$ cat config.mk
export PLATFORM = sky130hd
export DESIGN_NAME = aos_mem2strm
export DESIGN_NICKNAME = d
export VERILOG_FILES = /design/src/rtl/aos_mem2strm.sv
export SDC_FILE = /design/constraint.sdc
export NUM_CORES = 1
export LEC_CHECK = 0
export CELL_PAD_IN_SITES_DETAIL_PLACEMENT = 1
export CELL_PAD_IN_SITES_GLOBAL_PLACEMENT = 2
export CORE_ASPECT_RATIO = 0.9
export CORE_MARGIN = 1
export CORE_UTILIZATION = 41
export CTS_CLUSTER_DIAMETER = 150
export DETAILED_ROUTE_END_ITERATION = 8
export MAX_ROUTING_LAYER = met4
export PLACE_DENSITY_LB_ADDON = 0.1
export SYNTH_ARGS = -nofsm -noshare
export SYNTH_HDL_FRONTEND = slang
export SYNTH_SLANG_ARGS = --single-unit
$ cat constraint.sdc
create_clock -name clk -period 4.9 [get_ports clk]
set_input_delay 0.98 -clock clk [delete_from_list [all_inputs] [get_ports clk]]
set_output_delay 0.98 -clock clk [all_outputs]
set_load 0.02 [all_outputs]
$ cat src/rtl/aos_mem2strm.sv
// aos_mem2strm -- bridge from a single-port memory request bus to NUM_CH
// streaming channels that feed AOS accelerator cores.
//
// Each channel has four word registers. The word address is split as
// {channel, register}:
//   reg 0 DATA      : write pushes {wdata, be, last=0}; read returns RES and clears res_vld
//   reg 1 DATA_LAST : write pushes {wdata, be, last=1}; read returns RES
//   reg 2 STATUS    : {count[15:8], res_vld[3], overflow[2], full[1], empty[0]}
//   reg 3 CTRL      : write bit0 = flush FIFO, bit1 = clear overflow; reads 0
// Accesses to a channel index >= NUM_CH are granted, have no effect and read 0.
//
// Ports:
//   clk, rst                     clock, asynchronous active-high reset
//   mem_req_i/we/addr/be/wdata   request side of the memory bus
//   mem_gnt_o                    request accepted this cycle (combinational)
//   mem_rvalid_o/rdata_o         registered response, one cycle after each grant
//   strm_valid/ready/data/keep/last  per-channel FIFO head, channel c at slice c
//   res_valid_i/res_data_i       per-channel result capture
//
// Build option: `define AOS_BRIDGE_STALL_EN to withhold grant from a DATA or
// DATA_LAST write to a full FIFO instead of dropping the word and flagging
// overflow. STATUS needs DATA_WIDTH >= 16.

module aos_m2s_ch #(
  parameter int DW    = 32,
  parameter int DEPTH = 4
) (
  input  logic          clk,
  input  logic          rst,
  input  logic          push,
  input  logic [DW-1:0] push_data,
  input  logic [DW/8-1:0] push_be,
  input  logic          push_last,
  input  logic          flush,
  input  logic          clr_ovf,
  input  logic          res_rd_clr,
  input  logic          strm_ready,
  input  logic          res_valid,
  input  logic [DW-1:0] res_data,
  output logic          strm_valid,
  output logic [DW-1:0] strm_data,
  output logic [DW/8-1:0] strm_keep,
  output logic          strm_last,
  output logic [DW-1:0] status,
  output logic [DW-1:0] res
);
  localparam int PW = $clog2(DEPTH);
  localparam int CW = PW + 1;

  typedef struct packed {
    logic [DW-1:0]   data;
    logic [DW/8-1:0] keep;
    logic            last;
  } ent_t;

  ent_t          mem [DEPTH];
  ent_t          head;
  logic [PW-1:0] wr_ptr, rd_ptr;
  logic [CW-1:0] count;
  logic          ovf, res_vld, empty, full, pop, wr;
  logic [15:0]   st;

  assign empty = (count == '0);
  assign full  = (count == CW'(DEPTH));
  assign pop   = !empty && strm_ready;
  // Fullness is judged before this cycle's pop, so a push racing a pop on a
  // full FIFO is treated as a push to a full FIFO.
  assign wr    = push && !full;

  always_ff @(posedge clk or posedge rst) begin
    if (rst) begin
      wr_ptr  <= '0;
      rd_ptr  <= '0;
      count   <= '0;
      ovf     <= 1'b0;
      res_vld <= 1'b0;
      res     <= '0;
    end else begin
      if (flush) begin
        wr_ptr <= '0;
        rd_ptr <= '0;
        count  <= '0;
      end else begin
        if (wr)  wr_ptr <= wr_ptr + 1'b1;
        if (pop) rd_ptr <= rd_ptr + 1'b1;
        case ({wr, pop})
          2'b10:   count <= count + 1'b1;
          2'b01:   count <= count - 1'b1;
          default: ;
        endcase
      end
      if (clr_ovf)          ovf <= 1'b0;
      else if (push && full) ovf <= 1'b1;
      // A capture coinciding with a clearing read keeps res_vld set.
      if (res_valid) begin
        res     <= res_data;
        res_vld <= 1'b1;
      end else if (res_rd_clr) begin
        res_vld <= 1'b0;
      end
    end
  end

  // Storage needs no reset: the head outputs are gated by valid.
  always_ff @(posedge clk) begin
    if (wr) mem[wr_ptr] <= '{data: push_data, keep: push_be, last: push_last};
  end

  assign head       = mem[rd_ptr];
  assign strm_valid = !empty;
  assign strm_data  = strm_valid ? head.data : '0;
  assign strm_keep  = strm_valid ? head.keep : '0;
  assign strm_last  = strm_valid && head.last;

  assign st     = {8'(count), 4'b0, res_vld, ovf, full, empty};
  assign status = DW'(st);
endmodule

module aos_mem2strm #(
  parameter int DATA_WIDTH = 32,
  parameter int NUM_CH     = 2,
  parameter int FIFO_DEPTH = 4,
  parameter int ADDR_WIDTH = 6
) (
  input  logic                           clk,
  input  logic                           rst,
  input  logic                           mem_req_i,
  output logic                           mem_gnt_o,
  input  logic                           mem_we_i,
  input  logic [ADDR_WIDTH-1:0]          mem_addr_i,
  input  logic [DATA_WIDTH/8-1:0]        mem_be_i,
  input  logic [DATA_WIDTH-1:0]          mem_wdata_i,
  output logic                           mem_rvalid_o,
  output logic [DATA_WIDTH-1:0]          mem_rdata_o,
  output logic [NUM_CH-1:0]              strm_valid_o,
  input  logic [NUM_CH-1:0]              strm_ready_i,
  output logic [NUM_CH*DATA_WIDTH-1:0]   strm_data_o,
  output logic [NUM_CH*DATA_WIDTH/8-1:0] strm_keep_o,
  output logic [NUM_CH-1:0]              strm_last_o,
  input  logic [NUM_CH-1:0]              res_valid_i,
  input  logic [NUM_CH*DATA_WIDTH-1:0]   res_data_i
);
  localparam int CHW = ADDR_WIDTH - 2;
  localparam int BW  = DATA_WIDTH / 8;

  logic [CHW-1:0]                        sel_ch;
  logic [1:0]                            sel_reg;
  logic                                  ch_ok, acc, stall;
  logic [NUM_CH-1:0]                     hit;
  logic [NUM_CH-1:0][DATA_WIDTH-1:0]     ch_status, ch_res;
  logic [DATA_WIDTH-1:0]                 rdata_d;

  assign sel_ch  = mem_addr_i[ADDR_WIDTH-1:2];
  assign sel_reg = mem_addr_i[1:0];
  assign ch_ok   = int'(sel_ch) < NUM_CH;

  always_comb begin
    hit     = '0;
    stall   = 1'b0;
    rdata_d = '0;
    for (int c = 0; c < NUM_CH; c++) begin
      if (ch_ok && sel_ch == CHW'(c)) begin
        hit[c] = 1'b1;
`ifdef AOS_BRIDGE_STALL_EN
        // STATUS bit 1 is the channel's full flag.
        if (mem_req_i && mem_we_i && !sel_reg[1] && ch_status[c][1]) stall = 1'b1;
`endif
        case (sel_reg)
          2'd0, 2'd1: rdata_d = ch_res[c];
          2'd2:       rdata_d = ch_status[c];
          default:    ;
        endcase
      end
    end
  end

  assign mem_gnt_o = !rst && !stall;
  assign acc       = mem_req_i && mem_gnt_o;

  for (genvar c = 0; c < NUM_CH; c++) begin : g_ch
    aos_m2s_ch #(.DW(DATA_WIDTH), .DEPTH(FIFO_DEPTH)) u_ch (
      .clk        (clk),
      .rst        (rst),
      .push       (acc && hit[c] && mem_we_i && !sel_reg[1]),
      .push_data  (mem_wdata_i),
      .push_be    (mem_be_i),
      .push_last  (sel_reg[0]),
      .flush      (acc && hit[c] && mem_we_i && sel_reg == 2'd3 && mem_wdata_i[0]),
      .clr_ovf    (acc && hit[c] && mem_we_i && sel_reg == 2'd3 && mem_wdata_i[1]),
      .res_rd_clr (acc && hit[c] && !mem_we_i && sel_reg == 2'd0),
      .strm_ready (strm_ready_i[c]),
      .res_valid  (res_valid_i[c]),
      .res_data   (res_data_i[c*DATA_WIDTH +: DATA_WIDTH]),
      .strm_valid (strm_valid_o[c]),
      .strm_data  (strm_data_o[c*DATA_WIDTH +: DATA_WIDTH]),
      .strm_keep  (strm_keep_o[c*BW +: BW]),
      .strm_last  (strm_last_o[c]),
      .status     (ch_status[c]),
      .res        (ch_res[c])
    );
  end

  // Every granted request gets exactly one response; writes answer with 0.
  always_ff @(posedge clk or posedge rst) begin
    if (rst) begin
      mem_rvalid_o <= 1'b0;
      mem_rdata_o  <= '0;
    end else begin
      mem_rvalid_o <= acc;
      mem_rdata_o  <= (acc && !mem_we_i) ? rdata_d : '0;
    end
  end
endmodule

* Word level (Yosys, flattened, before mapping)
Memory sizes are Yosys's and may differ from the RTL's. Index checks and enable logic that the tools add are counted. Widths: inputs -> output; s select.
Storage, ports and cells: flip-flop bits (word level) 115, bits in writable memories 296, input port bits 114, output and inout bits 110, logic and storage cells 120, memories 2
Memories:
- g_ch[0].u_ch.mem | words 4, bits a word 37, rd ports 1, clocked after Yosys merged registers in 0, wr ports 1, RTL line 56 | ent_t mem [DEPTH];
- g_ch[1].u_ch.mem | words 4, bits a word 37, rd ports 1, clocked after Yosys merged registers in 0, wr ports 1, RTL line 56
Cells by class: add/sub/neg operators 8, order comparisons 1, eq/ne operators 10, multiplexer cells 35, reduce and logical (&&, ||, !) cells 50
Operators by type and width (count):
- $mux 32 | 5
- $pmux 32 s2 | 2
- $logic_and 1x1->1 | 28
- $mux 2 | 8
- $reduce_bool 2->1 | 8
- $mux 1 | 14
- $pmux 3 s2 | 2
- $add 2x1->2 const B | 4
- $eq 2x2->1 const B | 4
- $mux 4 | 2
- $logic_not 1->1 | 7
- $add 3x1->3 const B | 2
- $eq 2x1->1 const B | 3
- $eq 3x3->1 const B | 2
- $logic_not 3->1 | 2
- $mux 3 | 2
- $reduce_bool 3->1 | 2
- $sub 3x1->3 const B | 2
- $eq 4x1->1 const B | 1
- $logic_not 4->1 | 1
- $lt 4x2->1 const B | 1
- $logic_not 2->1 | 1
- $reduce_or 2->1 | 1

* Depth between registers and ports, before layout
Gate-level depths: netlist of the first run.
depth in word-level cells 10, mapped depth 9, depth with buffers taken out 8

* Modules after synthesis
A second synthesis of the first run with hierarchy kept.
Second synthesis, totals: cells, all modules 1056, area, all modules 17674.5 sq um
By module, submodules not included:
- aos_m2s_ch (g_ch[0].u_ch) | instances 1, cells an instance 405, area each 7626.1 sq um, seq. area each 5470.2 sq um
- aos_m2s_ch (g_ch[1].u_ch) | instances 1, cells an instance 402, area each 7611.0 sq um, seq. area each 5470.2 sq um
- aos_mem2strm | instances 1, cells an instance 249, area each 2437.3 sq um, seq. area each 825.8 sq um

* Least setup slack after synthesis of the first run
Ideal clock, no wire load.
path kind input to output, from in rst, to out mem_gnt_o, data arrival time 3.460 ns, data required time 3.920 ns, setup slack 0.460 ns, stages 1, path buffers 0, path through inv_1
Between the ends: word-level cells in the longest chain between the ends 1
Ends and longest elaborated chain:
- from (decl) | RTL line 126 | input logic rst,
- $logic_not 1->1 (no source line)
- to (decl) | RTL line 128 | output logic mem_gnt_o,
Every way passes these cells.

* Final worst setup path of the first run
from reg g_ch[1].u_ch.rd_ptr[0], to out strm_data_o[55]
Between the ends: word-level cells in the longest chain between the ends 2
Ends and longest elaborated chain:
- from (decl) | RTL line 58 | logic [PW-1:0] wr_ptr, rd_ptr;
- from (signal assigned) | RTL line 85 | if (pop) rd_ptr <= rd_ptr + 1'b1;
- $mem_v2 4x37
- $mux 32 | RTL line 111 | assign strm_data = strm_valid ? head.data : '0;
- to (decl) | RTL line 137 | output logic [NUM_CH*DATA_WIDTH-1:0] strm_data_o,
Every way passes these cells.

==> impl_metrics.prom, run 1 <==
# TYPE chip_impl_metric gauge
chip_impl_info{name="run_status",value="completed"} 1
chip_impl_metric{name="post_synth_xor_area_fraction",unit="%"} 0.324
chip_impl_metric{name="cp_max_fo",unit=""} 24
chip_impl_metric{name="async_flop_share",unit="%"} 28.0
chip_impl_metric{name="die_width",unit="um"} 212
chip_impl_metric{name="tritoncts_buffers",unit=""} 42
chip_impl_metric{name="cellPowerDensity",unit="mW/mm^2"} 507
chip_impl_metric{name="hold_slack",unit="ps"} 499
chip_impl_metric{name="syn_to_final_growth",unit="%"} 26.4
chip_impl_metric{name="synth-warning-count",unit=""} 0
chip_impl_metric{name="synth_fa_ha_area_share",unit="%"} 1.02
chip_impl_metric{name="max_slew.worst_pin.slew",unit="ps"} 1150
chip_impl_metric{name="viasPerCell",unit=""} 5.14
chip_impl_metric{name="total_leakage_power",unit="uW"} 0.00716
chip_impl_metric{name="grt_usage",unit="%"} 20.1
chip_impl_metric{name="slew-limit-headroom",unit="%"} 22.7
chip_impl_info{name="largest_family_of_logic_cells_by_synthesized_area",value="multiplexers"} 1
chip_impl_metric{name="via_count",unit=""} 8529
chip_impl_metric{name="worst_ep_required_time",unit="ps"} 3920
chip_impl_metric{name="floorplan.initialDensity",unit="%"} 41.9
chip_impl_metric{name="drc",unit=""} 0
chip_impl_metric{name="first_global_vias",unit=""} 9469
chip_impl_metric{name="synth_enable_flop_cells",unit=""} 296
chip_impl_metric{name="grt_max_degree",unit=""} 63
chip_impl_info{name="endpoint_kind",value="output pin"} 1
chip_impl_metric{name="maxClockFrequency",unit="MHz"} 244
chip_impl_metric{name="max_stage_delay",unit="ps"} 910
chip_impl_metric{name="cap_viol_max_count",unit=""} 0
chip_impl_metric{name="synth_cell_type_count",unit=""} 52
chip_impl_metric{name="post_synthesis_share_of_cell_area_spent_on_and_or_nand_and_nor_gates",unit="%"} 6.07
chip_impl_metric{name="post_cts_resized",unit=""} 0
chip_impl_info{name="holdCritStartpoint",value="g_ch[0].u_ch.res[8]"} 1
chip_impl_metric{name="place_inst",unit=""} 1581
chip_impl_metric{name="io_buffer_count",unit=""} 223
chip_impl_metric{name="yosys_register_bits",unit=""} 411
chip_impl_metric{name="drt_pass1_iterations",unit=""} 6
chip_impl_metric{name="gp_congestion",unit=""} 0.749
chip_impl_info{name="tritoncts",value="done"} 1
chip_impl_metric{name="global_route_wire_length_before_repair",unit="um"} 58300
chip_impl_info{name="worstReg2RegStart",value="g_ch[0].u_ch.count[0]"} 1
chip_impl_metric{name="area_of_the_mapped_netlist",unit="mm^2"} 0.0162
chip_impl_metric{name="final_slew_violations",unit=""} 0
chip_impl_metric{name="synth_compound_gate_area_share",unit="%"} 1.82
chip_impl_metric{name="postCtsHoldBufs",unit=""} 0
chip_impl_metric{name="mappedNetlistNets",unit=""} 981
chip_impl_metric{name="part_of_the_yosys_area_used_for_sequential_elements",unit="%"} 72.7
chip_impl_metric{name="dieArea",unit="mm^2"} 0.0403
chip_impl_metric{name="post_cts_buffers",unit=""} 0
chip_impl_metric{name="total_core_area",unit="mm^2"} 0.0386
chip_impl_metric{name="final_period_minus_worst_setup_slack",unit="ps"} 4100
chip_impl_metric{name="wl",unit="um"} 38400
chip_impl_metric{name="post_route_cells_drive_above_1_share",unit="%"} 22.9
chip_impl_info{name="worstPathCellList",value="buf_4 -> mux4_2 -> nor2b_1 -> clkdlybuf4s50_1"} 1
chip_impl_metric{name="synth_mux_area_share",unit="%"} 16.4
chip_impl_metric{name="antenna_found_initial",unit=""} 0
chip_impl_info{name="unrepaired_setup_endpoints_after_global_routing",value="no"} 1
chip_impl_metric{name="wl_per_cell",unit="um"} 23.2
chip_impl_info{name="worst_setup_path_start_kind",value="flop"} 1
chip_impl_metric{name="antenna_cells_inserted",unit=""} 0
chip_impl_metric{name="synthesis.instances",unit=""} 855
chip_impl_metric{name="totalNegativeSetupSlack",unit="ps"} 0
chip_impl_metric{name="finalHoldViolations",unit=""} 0
chip_impl_metric{name="layout_worst_path_cycle_share",unit="%"} 83.6
chip_impl_metric{name="cts.sink_count",unit=""} 411
chip_impl_metric{name="place.detailed.hpwl",unit="um"} 24700
chip_impl_metric{name="clock_tree.htree_level_count",unit=""} 2
chip_impl_metric{name="finalSetupViolCount",unit=""} 0
chip_impl_metric{name="drtIter0Drc",unit=""} 375
chip_impl_metric{name="floorplan.die.height",unit="um"} 191
chip_impl_metric{name="grt_remaining_overflow",unit=""} 0
chip_impl_metric{name="layout.cells.non_filler",unit=""} 1658
chip_impl_info{name="crit_type",value="reg -> out"} 1
chip_impl_metric{name="rows",unit=""} 68
chip_impl_metric{name="clk_latency",unit="ps"} 530
chip_impl_metric{name="clockBufferDepth",unit=""} 3
chip_impl_metric{name="drtAntennaViolNets",unit=""} 0
chip_impl_metric{name="worst_clock_skew",unit="ps"} 8.93
chip_impl_info{name="critical-path-slowest-cell",value="dfrtp_2"} 1
chip_impl_metric{name="maximum_vdd_drop",unit="mV"} 0.296
chip_impl_info{name="clk_root_buffer_cell",value="clkbuf_16"} 1
chip_impl_metric{name="synthesis.area_per_instance",unit="um^2"} 18.9
chip_impl_metric{name="nNetsFinal",unit=""} 1226
chip_impl_info{name="hold_path_class",value="reg -> reg"} 1
chip_impl_info{name="ys.flop_type",value="edfxtp_1"} 1
chip_impl_metric{name="design.portCount",unit=""} 224
chip_impl_metric{name="path_clk_slew",unit="ps"} 60
chip_impl_metric{name="arrival",unit="ps"} 3120
chip_impl_info{name="crit_start",value="g_ch[1].u_ch.rd_ptr[0]"} 1
chip_impl_metric{name="finish.utilization",unit="%"} 53.0
final cells by class:
type / count / area (um^2)
clock inverter: 27 / 253
sequential: 411 / 11800
timing repair buffer: 247 / 2470
inverter: 11 / 43.8
tap: 525 / 657
multi-input combinational: 387 / 4170
clock buffer: 50 / 1100
fill: 3610 / 18200
sequential cells by signal, indices dropped and copies added (netlist names):
name / cells
g_ch.u_ch.mem: 296
g_ch.u_ch.res: 64
mem_rdata_o: 32
g_ch.u_ch.count: 6
g_ch.u_ch.rd_ptr: 4
g_ch.u_ch.wr_ptr: 4
g_ch.u_ch.ovf: 2
g_ch.u_ch.res_vld: 2
mem_rvalid_o: 1
layer usage:
metal  part of all wire [%]  global-route usage (%)  up-vias
met4                    1.4                    4.15        0
met3                    3.9                    2.82       49
met2                     50                    32.7      182
met5                      0                       -        -
li1                       -                       -     3804
met1                     45                    27.3     4494
power breakdown:
group | switching (uW) | internal [uW] | leakage, uW | total [uW]
combinational | 1340 | 1600 | 0.00244 | 2940
clock | 1310 | 1870 | 0.000654 | 3180
sequential | 416 | 3840 | 0.00407 | 4250
total | 3060 | 7310 | 0.00716 | 10400
path summary, 6_finish.rpt:
kind	to	slack, ps	depth (start not counted)
max	strm_data_o[55]	800	4
min	g_ch[0].u_ch.res[8]	500	1
max reg2reg	g_ch[0].u_ch.count[2]	2150	8
min reg2reg	g_ch[0].u_ch.res[8]	500	1
max in group asynchronous	g_ch[0].u_ch.rd_ptr[0]	2300	4
min in group asynchronous	mem_rdata_o[15]	1230	3
stage by stage:
step	power (uW)	worst slack (ps)	instance area (um^2)
after floorplan	5940	460	16200
after global placement	7300	755	19100
after detailed placement	7320	669	19100
after CTS	10500	693	20500
after global routing	10800	594	20500
final	10400	804	20500
cells in the mapped netlist, drive strengths merged, types with 3 or more instances:
cell type	n	area, um^2
edfxtp	296	8890
and2	8	50.1
nand2b	3	18.8
a211oi	10	75.1
or3	4	25.0
nor2b	78	488
dfrtp	115	2880
xor2	4	35.0
o31ai	4	30.0
a21oi	7	35.0
inv	11	41.3
nor2	34	183
clkbuf	27	101
buf	19	133
nor3	7	35.0
ha	10	125
o21ai	4	20.0
o22ai	7	43.8
mux2i	27	270
mux2	64	721
nand2	7	26.3
mux4	74	1670
a31oi	4	25.0
logic make-up after synthesis:
| logic type | Yosys count |
|---|---|
| compound gates | 44 |
| xor+xnor | 6 |
| fa+ha+maj | 12 |
| buf+inv | 57 |
| flops | 411 |
| mux | 165 |
| simple gates | 160 |
cell usage in the layout (no fill, tap or decap), drive strengths merged, types with 3 or more instances in the layout:
| master | netlist | final |
|---|---|---|
| mux2i | 27 | 27 |
| mux4 | 74 | 74 |
| xor2 | 4 | 4 |
| nand2b | 3 | 3 |
| clkbuf | 27 | 50 |
| a21oi | 7 | 7 |
| dfrtp | 115 | 115 |
| a31oi | 4 | 4 |
| nor2b | 78 | 78 |
| nor2 | 34 | 34 |
| clkinv | 0 | 18 |
| buf | 19 | 25 |
| a211oi | 10 | 10 |
| ha | 10 | 10 |
| inv | 11 | 12 |
| o21ai | 4 | 4 |
| mux2 | 64 | 64 |
| bufinv | 0 | 5 |
| clkinvlp | 0 | 3 |
| o22ai | 7 | 7 |
| nand2 | 7 | 7 |
| o31ai | 4 | 4 |
| clkdlybuf4s50 | 0 | 222 |
| edfxtp | 296 | 296 |
| and2 | 8 | 8 |
| nor3 | 7 | 7 |
| or3 | 4 | 4 |
critical path, delay by kind of cell, from the launching register on:
kind	cells	cell delay, ps
DFF	1	910
buffers and inverters	2	970
muxes	1	520
and+or+nand+nor	1	180
Power figures use the tool's default switching activity.
==> run 2: changes to the inputs <==
clock period = 4.3 ns   (was 4.9 ns; I/O delays follow)
==> impl_metrics.prom, run 2 (synthesized netlist as in run 1, its figures left out) <==
# TYPE chip_impl_metric gauge
chip_impl_info{name="worst_setup_path_start_kind",value="flop"} 1
chip_impl_info{name="hold_path_class",value="reg -> reg"} 1
chip_impl_metric{name="io_buffer_count",unit=""} 223
chip_impl_metric{name="gp_congestion",unit=""} 0.712
chip_impl_metric{name="worst_hold_path.num_cells",unit=""} 1
chip_impl_metric{name="layout_worst_path_cycle_share",unit="%"} 87.0
chip_impl_metric{name="via_count",unit=""} 8570
chip_impl_metric{name="final_slew_violations",unit=""} 0
chip_impl_metric{name="cap_viol_max_count",unit=""} 0
chip_impl_info{name="crit_family",value="buffers and inverters"} 1
chip_impl_metric{name="post_cts_resized",unit=""} 0
chip_impl_metric{name="maxClockFrequency",unit="MHz"} 267
chip_impl_metric{name="cp_max_fo",unit=""} 22
chip_impl_info{name="endpoint_kind",value="output pin"} 1
chip_impl_metric{name="first_global_vias",unit=""} 9332
chip_impl_metric{name="maximum_vdd_drop",unit="mV"} 0.288
chip_impl_metric{name="critical_path.n_buffers_inverters",unit=""} 2
chip_impl_metric{name="finalHoldViolations",unit=""} 0
chip_impl_metric{name="antenna_found_initial",unit=""} 0
chip_impl_info{name="critical-path-slowest-cell",value="dfrtp_4"} 1
chip_impl_metric{name="worst_clock_skew",unit="ps"} 5.71
chip_impl_metric{name="drtIter0Drc",unit=""} 387
chip_impl_metric{name="floorplan.die.height",unit="um"} 191
chip_impl_metric{name="drtAntennaViolNets",unit=""} 0
chip_impl_metric{name="tritoncts_buffers",unit=""} 44
chip_impl_metric{name="finalSetupViolCount",unit=""} 0
chip_impl_metric{name="die_width",unit="um"} 212
chip_impl_metric{name="internal_power",unit="uW"} 8320
chip_impl_metric{name="total_leakage_power",unit="uW"} 0.00720
chip_impl_info{name="worstPathCellList",value="buf_4 -> mux4_2 -> nor2b_1 -> clkdlybuf4s50_1"} 1
chip_impl_metric{name="setup.reg_to_reg.worst_slack",unit="ps"} 1750
chip_impl_metric{name="sw_frac_of_total",unit="%"} 29.6
chip_impl_metric{name="worst_ep_required_time",unit="ps"} 3440
chip_impl_info{name="holdCritStartpoint",value="g_ch[0].u_ch.res[2]"} 1
chip_impl_metric{name="place_inst",unit=""} 1583
chip_impl_metric{name="total_core_area",unit="mm^2"} 0.0386
chip_impl_metric{name="global_route_wire_length_before_repair",unit="um"} 57600
chip_impl_info{name="hold_end",value="g_ch[0].u_ch.res[2]"} 1
chip_impl_metric{name="post_route_cells_drive_above_1_share",unit="%"} 23.3
chip_impl_metric{name="nNetsFinal",unit=""} 1230
chip_impl_metric{name="wl_per_cell",unit="um"} 22.8
chip_impl_metric{name="clock_tree.htree_level_count",unit=""} 2
chip_impl_metric{name="design.portCount",unit=""} 224
chip_impl_metric{name="slew-limit-headroom",unit="%"} 30.8
chip_impl_metric{name="postCtsHoldBufs",unit=""} 0
chip_impl_metric{name="footprint_of_the_multi_input_gates",unit="mm^2"} 0.00417
chip_impl_metric{name="grt_usage",unit="%"} 19.8
chip_impl_metric{name="layout.cells.non_filler",unit=""} 1662
chip_impl_metric{name="clockBufferDepth",unit=""} 3
chip_impl_metric{name="max_stage_delay",unit="ps"} 750
chip_impl_metric{name="totalNegativeSetupSlack",unit="ps"} 0
chip_impl_metric{name="wl",unit="um"} 37900
chip_impl_metric{name="floorplan.initialDensity",unit="%"} 41.9
chip_impl_metric{name="rows",unit=""} 68
chip_impl_info{name="run_status",value="completed"} 1
chip_impl_metric{name="timing.reg2reg.worst_path_depth",unit=""} 9
chip_impl_metric{name="largest_reg_flops",unit=""} 296
chip_impl_metric{name="power.switching",unit="uW"} 3510
chip_impl_metric{name="pwr-share-comb",unit="%"} 30.1
chip_impl_info{name="max_flop_register",value="g_ch.u_ch.mem"} 1
chip_impl_metric{name="final_period_minus_worst_setup_slack",unit="ps"} 3740
chip_impl_metric{name="p_clk_share",unit="%"} 30.3
chip_impl_info{name="unrepaired_setup_endpoints_after_global_routing",value="no"} 1
chip_impl_metric{name="post_cts_buffers",unit=""} 0
chip_impl_metric{name="viasPerCell",unit=""} 5.16
chip_impl_metric{name="drc",unit=""} 0
chip_impl_metric{name="fillCellCount",unit=""} 3600
chip_impl_metric{name="layout.area.seq",unit="mm^2"} 0.0118
chip_impl_info{name="worstReg2RegStart",value="g_ch[0].u_ch.count[0]"} 1
chip_impl_metric{name="cts.sink_count",unit=""} 411
chip_impl_info{name="biggest_registers_after_layout",value="g_ch.u_ch.mem x296, g_ch.u_ch.res x64, mem_rdata_o x32"} 1
chip_impl_info{name="clk_root_buffer_cell",value="clkbuf_16"} 1
chip_impl_metric{name="seqPwrFrac",unit="%"} 39.6
chip_impl_info{name="endpoint_of_the_worst_slack_reg_to_reg_timing_path",value="g_ch[0].u_ch.count[2]"} 1
chip_impl_metric{name="arrival",unit="ps"} 2880
chip_impl_info{name="crit_type",value="reg -> out"} 1
chip_impl_metric{name="grt_remaining_overflow",unit=""} 0
chip_impl_info{name="layout_common_cells",value="edfxtp_1 (296), clkdlybuf4s50_1 (222), dfrtp_1 (111), nor2b_1 (78), mux4_2 (74)"} 1
chip_impl_metric{name="max_slew.worst_pin.slew",unit="ps"} 1040
chip_impl_metric{name="dieArea",unit="mm^2"} 0.0403
chip_impl_metric{name="place.detailed.hpwl",unit="um"} 23600
chip_impl_metric{name="grt_max_degree",unit=""} 62
chip_impl_metric{name="syn_to_final_growth",unit="%"} 26.8
chip_impl_metric{name="drt_pass1_iterations",unit=""} 4
chip_impl_metric{name="path_clk_slew",unit="ps"} 60
chip_impl_info{name="most_common_library_cell_in_the_layout_ignoring_fill_and_taps",value="edfxtp_1"} 1
chip_impl_info{name="tritoncts",value="done"} 1
chip_impl_metric{name="cellPowerDensity",unit="mW/mm^2"} 576
chip_impl_metric{name="clk_latency",unit="ps"} 530
chip_impl_metric{name="antenna_cells_inserted",unit=""} 0
run 2: cell types whose count changed in the layout (fill, tap and decap cells not counted), sizes merged:
| cell | delta |
|---|---|
| clkinvlp | -3 |
| clkbuf | +5 |
| bufinv | -2 |
| clkinv | +3 |
| buf | +2 |
| inv | -1 |
run 2: worst max path at each step:
stage | from | end | slack, ps | depth (start not counted)
after CTS | g_ch[0].u_ch.rd_ptr[0] | strm_data_o[3] | 460 | 4
after global placement | mem_addr_i[5] | g_ch[0].u_ch.count[2] | 680 | 10
after floorplan | rst | mem_gnt_o | 100 | 1
after detailed placement | mem_addr_i[5] | g_ch[0].u_ch.count[2] | 640 | 10
after global routing | g_ch[1].u_ch.rd_ptr[1] | strm_keep_o[6] | 370 | 3
final | g_ch[0].u_ch.rd_ptr[0] | strm_data_o[5] | 560 | 4
run 2: power groups by stage:
stage	logic, uW	registers, uW	clock network [uW]
floorplan	2230	4530	0
global placement	3590	4780	0
detailed placement	3620	4780	0
CTS	3630	4700	3690
global route	3790	4730	3810
finish	3560	4680	3580
run 2: layout make-up:
cell class	instances	share of cell area, %
sequential	411	57.3
multi-input combinational	387	20.3
clock inverter	24	0.902
inverter	11	0.213
timing repair buffer	249	12.3
clock buffer	55	5.67
tap	525	3.20
run 2: stage by stage:
| step | instance area [um^2] | utilization, % | setup WS (ps) | total power, uW | hold slack [ps] |
|---|---|---|---|---|---|
| global route | 20500 | 53.2 | 367 | 12300 | 523 |
| CTS | 20500 | 53.2 | 464 | 12000 | 504 |
| floorplan | 16200 | - | 100 | 6760 | 468 |
| global placement | 19200 | 49.7 | 675 | 8370 | 490 |
| detailed placement | 19200 | 49.7 | 637 | 8400 | 491 |
| finish | 20500 | 53.2 | 558 | 11800 | 498 |
run 2: worst register-to-register path: cells and delay by family (launching register included):
kind | cells | cell delay [ps]
AO/OA/AOI/OAI | 1 | 140
buffers and inverters | 2 | 250
XOR/XNOR | 1 | 90
AND/OR/NAND/NOR | 3 | 1130
adder cells (fa/ha/maj) | 2 | 400
flip-flops | 1 | 480
run 2: metal layers:
metal  part of all wire (%)  up-vias  global-route usage (%)  wire length, um
li1                       -     3795                       -                -
met1                     46     4564                    27.3            17400
met2                     49      168                    31.3            18500
met3                    3.5       43                    2.83             1340
met4                    1.7        0                    4.54              639
met5                      0        -                       -                0
==> run 3: changes to the inputs <==
REMOVE_ABC_BUFFERS = 1   (was not set)
==> impl_metrics.prom, run 3 (synthesized netlist as in run 1, its figures left out) <==
# TYPE chip_impl_metric gauge
chip_impl_metric{name="antenna_found_initial",unit=""} 3
chip_impl_metric{name="drtIter0Drc",unit=""} 432
chip_impl_metric{name="place.detailed.hpwl",unit="um"} 25000
chip_impl_metric{name="clk_latency",unit="ps"} 530
chip_impl_metric{name="arrival",unit="ps"} 2860
chip_impl_metric{name="cp_max_fo",unit=""} 39
chip_impl_info{name="critical-path-slowest-cell",value="dfrtp_2"} 1
chip_impl_metric{name="drtAntennaViolNets",unit=""} 0
chip_impl_info{name="worstPathCellList",value="mux4_2 -> nor2b_1 -> clkdlybuf4s50_1"} 1
chip_impl_metric{name="maximum_vdd_drop",unit="mV"} 0.281
chip_impl_info{name="unrepaired_setup_endpoints_after_global_routing",value="no"} 1
chip_impl_metric{name="clock_tree.htree_level_count",unit=""} 2
chip_impl_metric{name="final_slew_violations",unit=""} 0
chip_impl_metric{name="wl",unit="um"} 37300
chip_impl_info{name="worst_setup_path_start_kind",value="flop"} 1
chip_impl_info{name="tritoncts",value="done"} 1
chip_impl_metric{name="timing.reg2reg.worst_path_depth",unit=""} 8
chip_impl_metric{name="total_core_area",unit="mm^2"} 0.0386
chip_impl_metric{name="max_slew.worst_pin.slew",unit="ps"} 972
chip_impl_metric{name="p_clk_share",unit="%"} 30.2
chip_impl_metric{name="power.switching",unit="uW"} 3450
chip_impl_metric{name="finish.utilization",unit="%"} 53.1
chip_impl_metric{name="die_width",unit="um"} 212
chip_impl_metric{name="grt_remaining_overflow",unit=""} 0
chip_impl_metric{name="cap_viol_max_count",unit=""} 0
chip_impl_metric{name="final_period_minus_worst_setup_slack",unit="ps"} 3720
chip_impl_metric{name="cellPowerDensity",unit="mW/mm^2"} 574
chip_impl_metric{name="totalNegativeSetupSlack",unit="ps"} 0
chip_impl_metric{name="grt_max_degree",unit=""} 73
chip_impl_metric{name="critical_path.n_buffers_inverters",unit=""} 1
chip_impl_metric{name="rows",unit=""} 68
chip_impl_metric{name="total_leakage_power",unit="uW"} 0.00718
chip_impl_metric{name="wl_per_cell",unit="um"} 22.4
chip_impl_metric{name="pwr-share-comb",unit="%"} 30.3
chip_impl_info{name="layout_common_cells",value="edfxtp_1 (296), clkdlybuf4s50_1 (222), dfrtp_1 (111), nor2b_1 (78), mux4_2 (74)"} 1
chip_impl_metric{name="grt_usage",unit="%"} 19.8
chip_impl_metric{name="largest_reg_flops",unit=""} 296
chip_impl_metric{name="timing.critical_path.depth",unit=""} 3
chip_impl_metric{name="hold_slack",unit="ps"} 506
chip_impl_metric{name="post_cts_resized",unit=""} 0
chip_impl_metric{name="clockBufferDepth",unit=""} 3
chip_impl_metric{name="max_stage_delay",unit="ps"} 1000
chip_impl_metric{name="syn_to_final_growth",unit="%"} 26.6
chip_impl_metric{name="postCtsHoldBufs",unit=""} 0
chip_impl_info{name="biggest_registers_after_layout",value="g_ch.u_ch.mem x296, g_ch.u_ch.res x64, mem_rdata_o x32"} 1
chip_impl_metric{name="io_buffer_count",unit=""} 223
chip_impl_info{name="crit_type",value="reg -> out"} 1
chip_impl_metric{name="drt_pass1_iterations",unit=""} 4
chip_impl_info{name="crit_family",value="flip-flops"} 1
chip_impl_metric{name="worst_clock_skew",unit="ps"} 11.7
chip_impl_metric{name="finalHoldViolations",unit=""} 0
chip_impl_metric{name="post_cts_buffers",unit=""} 0
chip_impl_metric{name="floorplan.initialDensity",unit="%"} 41.9
chip_impl_info{name="endpoint_kind",value="output pin"} 1
chip_impl_info{name="hold_path_class",value="reg -> reg"} 1
chip_impl_metric{name="fin_total_pwr",unit="uW"} 11800
chip_impl_metric{name="design.portCount",unit=""} 224
chip_impl_metric{name="slew-limit-headroom",unit="%"} 35.2
chip_impl_metric{name="global_route_wire_length_before_repair",unit="um"} 57400
chip_impl_metric{name="worst_ep_required_time",unit="ps"} 3440
chip_impl_metric{name="internal_power",unit="uW"} 8310
chip_impl_info{name="most_common_library_cell_in_the_layout_ignoring_fill_and_taps",value="edfxtp_1"} 1
chip_impl_metric{name="sw_frac_of_total",unit="%"} 29.4
chip_impl_metric{name="worst_hold_path.num_cells",unit=""} 1
chip_impl_metric{name="maxClockFrequency",unit="MHz"} 269
chip_impl_metric{name="via_count",unit=""} 8582
chip_impl_metric{name="seqPwrFrac",unit="%"} 39.5
chip_impl_info{name="run_status",value="completed"} 1
chip_impl_info{name="clk_root_buffer_cell",value="clkbuf_16"} 1
chip_impl_metric{name="path_clk_slew",unit="ps"} 60
chip_impl_metric{name="layout_worst_path_cycle_share",unit="%"} 86.5
chip_impl_metric{name="tritoncts_buffers",unit=""} 43
chip_impl_metric{name="viasPerCell",unit=""} 5.16
chip_impl_metric{name="post_route_cells_drive_above_1_share",unit="%"} 23.0
chip_impl_metric{name="cts.sink_count",unit=""} 411
chip_impl_metric{name="gp_congestion",unit=""} 0.758
chip_impl_info{name="max_flop_register",value="g_ch.u_ch.mem"} 1
chip_impl_metric{name="fillCellCount",unit=""} 3606
chip_impl_metric{name="floorplan.die.height",unit="um"} 191
chip_impl_metric{name="nNetsFinal",unit=""} 1230
chip_impl_metric{name="first_global_vias",unit=""} 9285
chip_impl_metric{name="drc",unit=""} 0
chip_impl_metric{name="finalSetupViolCount",unit=""} 0
chip_impl_metric{name="dieArea",unit="mm^2"} 0.0403
-- run 3: changes by cell type in the layout (fill, tap and decap cells not counted) --
cell	change
buf_12	-2
buf_4	+3
bufinv_16	+1
clkbuf_1	+2
clkbuf_16	-2
clkinv_1	+2
clkinv_2	-6
clkinv_4	+1
dfrtp_2	+1
dfrtp_4	-1
diode_2	+2
inv_6	+1
-- run 3: worst reg2reg max path, cell delays in order, from the launching register on --
cell     delay [ps]
dfrtp_1         460
nor3b_1         230
nor3_1          310
inv_1            80
ha_1            240
fa_1            390
xnor2_1         160
or3_1           300
a21oi_1         140
-- run 3: through the flow --
step / worst slack, ps / instance area [um^2] / std cells
2_1_floorplan: 100 / 16000 / 809
3_3_place_gp: 691 / 19200 / 1584
3_5_place_dp: 641 / 19200 / 1584
4_1_cts: 512 / 20500 / 1662
5_1_grt: 505 / 20500 / 1664
6_report: 580 / 20500 / 1664
-- run 3: power groups by stage --
stage / clock network [uW] / logic, uW / registers (uW)
final: 3550 / 3560 / 4640
after global routing: 3780 / 3820 / 4680
after CTS: 3650 / 3650 / 4660
after detailed placement: 0 / 3640 / 4740
after global placement: 0 / 3610 / 4740
after floorplan: 0 / 1910 / 4780
-- run 3: area by class of cell --
| type | instances | area [um^2] | area share, % |
|---|---|---|---|
| timing repair buffer | 250 | 2520 | 12.3 |
| tap | 525 | 657 | 3.20 |
| antenna | 2 | 5.00 | 0.0244 |
| inverter | 11 | 43.8 | 0.214 |
| multi-input combinational | 387 | 4170 | 20.4 |
| clock inverter | 23 | 210 | 1.03 |
| sequential | 411 | 11800 | 57.4 |
| clock buffer | 55 | 1120 | 5.47 |
-- run 3: final timing paths --
path / from / endpoint / slack, ps
worst max-delay path: g_ch[1].u_ch.rd_ptr[1] / strm_data_o[33] / 580
worst min-delay path: g_ch[0].u_ch.res[24] / g_ch[0].u_ch.res[24] / 510
worst max register to register: g_ch[0].u_ch.count[2] / g_ch[0].u_ch.count[2] / 1920
worst min register to register: g_ch[0].u_ch.res[24] / g_ch[0].u_ch.res[24] / 510
max in group asynchronous: rst / g_ch[1].u_ch.rd_ptr[1] / 1930
min in group asynchronous: rst / mem_rdata_o[3] / 1120
-- run 3: per-layer routing --
metal	track usage [%]	up-vias	part of all wire (%)
met1	25.8	4511	43
met5	-	-	0
met2	31.3	228	48
met3	4.87	38	6.7
met4	4.71	0	1.7
li1	-	3805	-
